<file path="src/rtl/pmod_link_scheduler.sv">
// Time-shares the 3-wire PMOD link between the state and location requesters,
// serializing one tagged frame at a time followed by a fixed idle gap.
module pmod_link_scheduler #(
    parameter int STATE_W        = 16,
    parameter int LOC_W          = 16,
    parameter int CLK_DIV        = 8,
    parameter int GAP_CYCLES     = 16,
    parameter int LOC_STARVE_MAX = 4
) (
    input  logic               clk_pixel_in,
    input  logic               rst_in,
    input  logic               state_req_in,
    input  logic [STATE_W-1:0] state_data_in,
    output logic               state_ack_out,
    input  logic               loc_req_in,
    input  logic [LOC_W-1:0]   loc_data_in,
    output logic               loc_ack_out,
    output logic               data_out,
    output logic               data_clk_out,
    output logic               sel_out,
    output logic               busy_out
);

    localparam int MAX_W   = (STATE_W > LOC_W) ? STATE_W : LOC_W;
    localparam int FRAME_W = MAX_W + 1;
    localparam int BIT_CW  = $clog2(FRAME_W) + 1;
    localparam int DIV_CW  = $clog2(CLK_DIV) + 1;
    localparam int GAP_CW  = $clog2(GAP_CYCLES) + 1;
    localparam int STV_CW  = $clog2(LOC_STARVE_MAX + 1);
    localparam int ST_SH   = FRAME_W - 1 - STATE_W;
    localparam int LOC_SH  = FRAME_W - 1 - LOC_W;

    localparam logic [BIT_CW-1:0] ST_LAST  = BIT_CW'(STATE_W);
    localparam logic [BIT_CW-1:0] LOC_LAST = BIT_CW'(LOC_W);
    localparam logic [DIV_CW-1:0] DIV_LAST = DIV_CW'(CLK_DIV - 1);
    localparam logic [GAP_CW-1:0] GAP_LAST = GAP_CW'(GAP_CYCLES - 1);
    localparam logic [STV_CW-1:0] STV_MAX  = STV_CW'(LOC_STARVE_MAX);

    typedef enum logic [1:0] {
        IDLE  = 2'd0,
        SHIFT = 2'd1,
        GAP   = 2'd2
    } fsm_t;

    fsm_t                fsm_q, fsm_d;
    logic [FRAME_W-1:0]  shift_q, shift_d;
    logic [BIT_CW-1:0]   bit_q, bit_d;
    logic [BIT_CW-1:0]   last_q, last_d;
    logic [DIV_CW-1:0]   div_q, div_d;
    logic [GAP_CW-1:0]   gap_q, gap_d;
    logic [STV_CW-1:0]   starve_q, starve_d;
    logic                state_ack_q, state_ack_d;
    logic                loc_ack_q, loc_ack_d;
    logic                sel_q, sel_d;
    logic                dclk_q, dclk_d;
    logic                data_q, data_d;
    logic                busy_q, busy_d;
    logic                grant_loc;
    logic [FRAME_W-1:0]  st_frame;
    logic [FRAME_W-1:0]  loc_frame;

    // Frames are left-aligned so the tag always sits in the MSB regardless of payload width.
    assign st_frame  = FRAME_W'({1'b1, state_data_in}) << ST_SH;
    assign loc_frame = FRAME_W'({1'b0, loc_data_in}) << LOC_SH;

    always_comb begin
        fsm_d       = fsm_q;
        shift_d     = shift_q;
        bit_d       = bit_q;
        last_d      = last_q;
        div_d       = div_q;
        gap_d       = gap_q;
        starve_d    = starve_q;
        state_ack_d = 1'b0;
        loc_ack_d   = 1'b0;
        sel_d       = sel_q;
        dclk_d      = dclk_q;
        data_d      = data_q;
        busy_d      = busy_q;
        grant_loc   = 1'b0;

        case (fsm_q)
            IDLE: begin
                if (state_req_in || loc_req_in) begin
                    // State normally wins a tie; a saturated starve count hands the tie to location.
                    grant_loc = loc_req_in && (!state_req_in || (starve_q == STV_MAX));
                    if (grant_loc) begin
                        loc_ack_d = 1'b1;
                        shift_d   = loc_frame;
                        last_d    = LOC_LAST;
                        data_d    = 1'b0;
                        starve_d  = '0;
                    end else begin
                        state_ack_d = 1'b1;
                        shift_d     = st_frame;
                        last_d      = ST_LAST;
                        data_d      = 1'b1;
                        if (loc_req_in && (starve_q != STV_MAX)) begin
                            starve_d = starve_q + STV_CW'(1);
                        end
                    end
                    sel_d  = 1'b1;
                    dclk_d = 1'b0;
                    bit_d  = '0;
                    div_d  = '0;
                    busy_d = 1'b1;
                    fsm_d  = SHIFT;
                end
            end

            SHIFT: begin
                if (div_q == DIV_LAST) begin
                    div_d = '0;
                    if (!dclk_q) begin
                        dclk_d = 1'b1;
                    end else if (bit_q == last_q) begin
                        sel_d  = 1'b0;
                        dclk_d = 1'b0;
                        data_d = 1'b0;
                        gap_d  = '0;
                        fsm_d  = GAP;
                    end else begin
                        // Next bit goes out on the same cycle the clock returns low.
                        bit_d   = bit_q + BIT_CW'(1);
                        dclk_d  = 1'b0;
                        shift_d = shift_q << 1;
                        data_d  = shift_q[FRAME_W-2];
                    end
                end else begin
                    div_d = div_q + DIV_CW'(1);
                end
            end

            GAP: begin
                if (gap_q == GAP_LAST) begin
                    busy_d = 1'b0;
                    fsm_d  = IDLE;
                end else begin
                    gap_d = gap_q + GAP_CW'(1);
                end
            end

            default: begin
                fsm_d  = IDLE;
                sel_d  = 1'b0;
                dclk_d = 1'b0;
                data_d = 1'b0;
                busy_d = 1'b0;
            end
        endcase
    end

    always_ff @(posedge clk_pixel_in or posedge rst_in) begin
        if (rst_in) begin
            fsm_q       <= IDLE;
            shift_q     <= '0;
            bit_q       <= '0;
            last_q      <= '0;
            div_q       <= '0;
            gap_q       <= '0;
            starve_q    <= '0;
            state_ack_q <= 1'b0;
            loc_ack_q   <= 1'b0;
            sel_q       <= 1'b0;
            dclk_q      <= 1'b0;
            data_q      <= 1'b0;
            busy_q      <= 1'b0;
        end else begin
            fsm_q       <= fsm_d;
            shift_q     <= shift_d;
            bit_q       <= bit_d;
            last_q      <= last_d;
            div_q       <= div_d;
            gap_q       <= gap_d;
            starve_q    <= starve_d;
            state_ack_q <= state_ack_d;
            loc_ack_q   <= loc_ack_d;
            sel_q       <= sel_d;
            dclk_q      <= dclk_d;
            data_q      <= data_d;
            busy_q      <= busy_d;
        end
    end

    assign state_ack_out = state_ack_q;
    assign loc_ack_out   = loc_ack_q;
    assign data_out      = data_q;
    assign data_clk_out  = dclk_q;
    assign sel_out       = sel_q;
    assign busy_out      = busy_q;

endmodule

</file>
<file path="config.mk">
export PLATFORM = sky130hd
export DESIGN_NAME = pmod_link_scheduler
export DESIGN_NICKNAME = d
export VERILOG_FILES = /design/src/rtl/pmod_link_scheduler.sv
export SDC_FILE = /design/constraint.sdc
export NUM_CORES = 1
export LEC_CHECK = 0
export CAP_MARGIN = 20
export CORE_ASPECT_RATIO = 1.25
export CORE_MARGIN = 2
export CORE_UTILIZATION = 50
export DETAILED_ROUTE_END_ITERATION = 10
export PLACE_DENSITY = 0.76
export SYNTH_ARGS = -nofsm -noshare
export SYNTH_HDL_FRONTEND = slang
export SYNTH_SLANG_ARGS = --single-unit
export TNS_END_PERCENT = 100
</file>
<file path="constraint.sdc">
create_clock -name clk_pixel_in -period 2.2 [get_ports clk_pixel_in]
set_input_delay 0.33 -clock clk_pixel_in [delete_from_list [all_inputs] [get_ports clk_pixel_in]]
set_output_delay 0.33 -clock clk_pixel_in [all_outputs]
set_load 0.02 [all_outputs]
</file>
==> out/results.txt, run 1 <==
Top post-synthesis cells by count - dfrtp_1 (43), nand2_1 (17), a221o_1 (15), and2_1 (15)
Die area - 0.00536 mm2
Gr usage total - 21.3%
RSZ-0062 raised after global routing - false
Vias in the first global route - 1924
Max Slew Vio Count - 0
Non-Filler Instances - 330
H-Tree Level Count - 2
Initial antenna violation count - 0
DR iter-0 viols - 144
Seq cells post-synth - 43
Post-Route WL - 5000 um
CTS tree - done
Slew Limit Headroom - 78.5%
Syn_area_per_cell - 10.9 um2
Gpl congestion - 0.808
Main synth FF type - dfrtp_1
Fillers - 385
F_max - 493 MHz
IO Pins - 42
Post-route antenna net violation count - 0
IO Port Bufs - 41
First-pass GRT wire length - 8760 um
Clk slew on worst S/H paths - 0.08 ns
Worst vdd ir - 0.000526 V
Via count - 1851
Final Hold Fails - 0
Post-synth cell types - 45
RR Startpoint - div_q[0]
Wire per inst - 15.1 um
Ys async rst share - 100%
Register area - 0.00108 mm2
Initial Util - 51.3%
CTS Root Cell - clkbuf_8
Synth top area cells - dfrtp_1 (45%), a221o_1 (6.3%), mux2_4 (6.3%)
CP endpoint kind - flip-flop
DR pass1 iterations - 4
Sequential element share of the synthesized area - 45.0%
P per Cell Area - 874 mW/mm2
Final Cycle Share - 92.2%
Cell Rows - 28
Clock Sinks - 43
Crit. Startpoint - div_q[0]
Placed cells - 322
Hold Crit Class - in2async
Setup Buffers After CTS - 0
Kind of critical path - reg2reg
Largest net degree at the start of global routing - 24
Required time of the critical path - 2.39 ns
Synth top area share - 45.0%
Post-Syn Instances - 219
Worst skew pair latency - 0.30 ns
Final net count - 312
Die Y - 81.3 um
Vias per cell - 5.61
CP max FO - 18
WHS - 0.370 ns
Core Box Area - 0.00466 mm2
Crit start category - flip-flop
Gr ovfl total - 0
Synth Warn # - 0
Number of synthesized flops with an enable pin - 0
Layout Skew - 0.00697 ns
Largest area contributor in the netlist - dfrtp_1
Post-Syn Area - 0.00239 mm2
Overall Power - 0.00263 W
Post-DP HPWL - 3590 um
Die width - 65.9 um
Status - complete, no violations
Count leader, synth - dfrtp_1
Hold_buf cts - 0
Least-Margin Pin Slew - 0.320 ns
Bufs on Longest Clock Path - 2
Residual DRC - 0
Critical Path AT - 2.22 ns
Layout cells sized above 1 - 17.4%
Area growth syn-to-layout - 25.9%
Setup TNS - 0 ns
Post-CTS sizing - 0
Pleak - 1.34 nW
Maxcap violations - 0
Net Count, Synth - 262
Final setup vio count - 0
Multi-input gate area - 0.00118 mm2
N_diodes - 0
Fin crit period - 2.03 ns
Cts bufs inserted - 5
[registers in the layout, summed over array words and instances (netlist names)]
| signal | count |
|---|---|
| bit_q | 6 |
| last_q | 1 |
| data_out | 1 |
| starve_q | 3 |
| shift_q | 16 |
| fsm_q | 2 |
| data_clk_out | 1 |
| busy_out | 1 |
| state_ack_out | 1 |
| div_q | 4 |
| loc_ack_out | 1 |
| sel_out | 1 |
| gap_q | 5 |
[kinds of logic (layout without fill, tap and decap cells)]
group,count (synthesis),in the layout,share of synthesized area [%]
flops,43,43,45.0
simple gates,63,63,14.9
mux,21,21,11.2
compound gates,57,57,17.8
fa+ha+maj,7,7,3.66
xor+xnor,5,5,1.83
buf+inv,23,74,5.54
[layout make-up]
class	instances	share of cell area, %
repair buffers	56	17.4
multi-input cells	153	39.3
clock buffers	6	2.74
well taps	60	2.49
clock inverters	2	1.16
flip-flops and latches	43	35.7
inverters	10	1.25
[through the flow]
stage | area [um2] | worst slack, ns | utilization, %
finish | 3010 | 0.171 | 64.7
global placement | 2900 | 0.192 | 62.1
CTS | 3010 | 0.158 | 64.7
detailed placement | 2900 | 0.158 | 62.1
floorplan | 2390 | 0.288 | -
global route | 3010 | 0.0190 | 64.7
[final timing paths]
path                       slack, ns     endpoint  cells past startpoint
max                             0.17   shift_q[9]                      6
min                             0.37     div_q[0]                      3
max reg2reg                     0.17   shift_q[9]                      6
min reg2reg                     0.51  shift_q[11]                      1
max in group asynchronous       1.25   shift_q[2]                      4
min in group clk_pixel_in       0.51  shift_q[11]                      1
[placed cells by master, fill, tap and decap left out, drive strengths merged, types with 2 or more instances in the layout]
cell type	synthesis	routed
clkbuf	5	6
o21ai	9	9
xor2	2	2
mux2	17	17
a221o	15	15
dfrtp	43	43
o21a	2	2
mux2i	4	4
ha	7	7
nand3	3	3
nor3	3	3
a41oi	2	2
a21oi	9	9
nand4	2	2
a31oi	2	2
and3	3	3
clkdlybuf4s50	0	41
xnor2	3	3
and2	15	15
nor2	10	10
o22ai	9	9
inv	10	10
nand2b	4	4
nand2	17	17
buf	8	15
[power by group]
group	total (W)	switching (W)	internal, W
clock	0.000643	0.000276	0.000367
combinational	0.000794	0.000308	0.000485
sequential	0.00120	0.000188	0.00101
total	0.00263	0.000772	0.00186
[per-layer routing]
layer | up-vias | part of all wire (%) | GRT usage, %
li1 | 892 | - | -
met4 | 0 | 1.7 | 7.08
met2 | 63 | 49 | 36.9
met3 | 11 | 5.8 | 4.57
met5 | - | 0 | 0
met1 | 885 | 43 | 26.3
[critical path: stages, from the launching register on]
cell and delay (ns):
dfrtp_1 0.40, ha_1 0.25, nand4b_1 0.22, a211oi_4 0.22, nand2b_2 0.15, buf_4 0.29, mux2_2 0.38
(Power assumes the default switching activity.)
==> run 2, diff against run 1 <==
CORE_UTILIZATION = 53   (was 50)
PLACE_DENSITY = 0.8   (was 0.76)
==> out/results.txt, run 2 (synthesis results as in run 1) <==
Status - complete, no violations
Worst vdd ir - 0.000392 V (-25%)
Crit. Startpoint - div_q[0]
PnR worst setup slack - 0.194 ns (+0.0238 ns)
Initial Util - 54.9% (+3.6 points)
Layout cells sized above 1 - 16.8% (-0.62 points)
Placed cells - 318 (-1.2%)
Most flops, register - shift_q
P per Cell Area - 873 mW/mm2 (-0.13%)
Max reg flops - 16 (unchanged)
Post-Route WL - 4810 um (-3.7%)
Place WS - 0.181 ns (+0.0224 ns)
Slew Limit Headroom - 63.6% (-15 points)
Residual DRC - 0 (unchanged)
Vias per cell - 5.63 (+0.35%)
Crit start category - flip-flop
Hold_buf cts - 0 (unchanged)
Final Cycle Share - 91.2% (-1.1 points)
Sequential share of power - 45.6% (+0.2 points)
CTS Root Cell - clkbuf_8
First-pass GRT wire length - 8200 um (-6.4%)
CP max FO - 8 (-10)
R2R depth - 6 (unchanged)
Setup TNS - 0 ns (unchanged)
Commonest non-fill, non-tap cell in the layout - dfrtp_1
Crit path cell chain - ha_1 > nand4b_1 > a211oi_4 > nand2b_2 > buf_4 > mux2_2
Required time of the critical path - 2.39 ns (about the same)
Vias in the first global route - 1825 (-5.1%)
Worst stage delay on the critical path - 0.40 ns (about the same)
Gr ovfl total - 0 (unchanged)
Area growth syn-to-layout - 25.7%
RR Startpoint - div_q[0]
Cts bufs inserted - 5 (unchanged)
Clk slew on worst S/H paths - 0.09 ns (about the same)
Final net count - 310 (-0.64%)
Critical path's slowest cell - dfrtp_1
F_max - 499 MHz (+1.2%)
Commonest cells after routing, fill and taps aside - dfrtp_1 (43), clkdlybuf4s50_1 (41), nand2_1 (17)
R2r setup slk - 0.19 ns (+0.02 ns)
Post-route antenna net violation count - 0 (unchanged)
Post-CTS sizing - 0 (unchanged)
Via count - 1835 (-0.86%)
CP endpoint kind - flip-flop
Internal Power - 0.00186 W (about the same)
Cell Rows - 27 (-3.6%)
Layout Skew - 0.00880 ns (+0.00182 ns)
RSZ-0062 raised after global routing - false
Regs by FF count - shift_q: 16 flops, bit_q: 6 flops, gap_q: 5 flops
Worst skew pair latency - 0.30 ns (about the same)
Switching part of the total - 29.1% (-0.20 points)
Bufs on Longest Clock Path - 2 (unchanged)
DR pass1 iterations - 4 (unchanged)
IO Pins - 42 (unchanged)
Post-DP HPWL - 3420 um (-4.8%)
DR iter-0 viols - 96 (-33%)
Die Y - 79.1 um (-2.7%)
Max Slew Vio Count - 0 (unchanged)
Die width - 64.1 um (-2.7%)
Gr usage total - 20.5% (-0.83 points)
Switching power - 0.000764 W (-0.98%)
Largest net degree at the start of global routing - 44 (+83%)
Gate power share - 29.7% (-0.4 points)
RR Endpoint - shift_q[11]
CTS tree - done
Gpl congestion - 0.797 (-1.4%)
Hold Crit Class - in2async
N_diodes - 0 (unchanged)
Core Box Area - 0.00436 mm2 (-6.5%)
Wire per inst - 14.8 um (-2.5%)
Initial antenna violation count - 0 (unchanged)
Pleak - 1.34 nW (-0.47%)
Overall Power - 0.00263 W (-0.29%)
Maxcap violations - 0 (unchanged)
Clock Sinks - 43 (unchanged)
Die area - 0.00507 mm2 (-5.4%)
Final setup vio count - 0 (unchanged)
Non-Filler Instances - 326 (-1.2%)
IO Port Bufs - 41 (unchanged)
Kind of critical path - reg2reg
Least-Margin Pin Slew - 0.546 ns (+0.225 ns)
Fin crit period - 2.01 ns (-0.0238 ns)
Clock Power Share - 24.7% (+0.3 points)
Critical Path AT - 2.19 ns (-0.03 ns)
Setup Buffers After CTS - 0 (unchanged)
Final Hold Fails - 0 (unchanged)
H-Tree Level Count - 2 (unchanged)
[run 2: cell types whose count changed in the layout (fill, tap and decap cells not counted), sizes merged]
cell,change
buf,-2
[run 2: worst max path at each step]
stage | to | slack, ns | depth (start not counted)
2_1_floorplan | shift_q[15] | 0.29 | 8
3_3_place_gp | shift_q[4] | 0.20 | 5
3_5_place_dp | shift_q[11] | 0.18 | 5
4_1_cts | shift_q[11] | 0.20 | 6
5_1_grt | shift_q[11] | 0.07 | 6
6_report | shift_q[11] | 0.19 | 6
[run 2: worst max-delay path, delay by kind of cell, from the launching register on]
family	cells	cell delay [ns]
AOI/OAI and AO/OA	1	0.25
muxes	1	0.34
and+or+nand+nor	2	0.46
adders and majority gates	1	0.26
buffers and inverters	1	0.17
DFF	1	0.40
[run 2: stage by stage]
step / hold WS (ns) / cell area [um2] / utilization [%]
after floorplan: 0.456 / 2390 / -
after global placement: 0.474 / 2890 / 66.3
after detailed placement: 0.479 / 2890 / 66.3
after CTS: 0.485 / 3010 / 69.0
after global routing: 0.517 / 3010 / 69.0
final: 0.457 / 3010 / 69.0
[run 2: area by class of cell]
cell class                 instances  area [um2]
clock buffer                       6        82.6
multi-input combinational        153        1180
inverter                          10        37.5
fill                             334        1350
sequential                        43        1080
clock inverter                     2        35.0
tap                               58        72.6
timing repair buffer              54         520
[run 2: power by group through the flow]
stage	registers (W)	logic [W]	clock network, W
6_report	0.00120	0.000779	0.000649
5_1_grt	0.00123	0.000859	0.000694
4_1_cts	0.00120	0.000788	0.000660
3_5_place_dp	0.00121	0.000789	0
3_3_place_gp	0.00120	0.000756	0
2_1_floorplan	0.00118	0.000566	0
[run 2: routing by layer]
metal  up-vias  GRT usage, %  part of all wire (%)
met5         -             0                     0
met1       887          26.5                    45
met4         0          7.02                   1.4
met3         7          3.68                   4.5
li1        887             -                     -
met2        54          34.6                    49
==> run 3, diff against run 2 <==
ABC_CLOCK_PERIOD_IN_PS = 2200   (was not set)
==> results of run 3 <==
No change in the layout: final DEF, timing and power equal those of run 2.
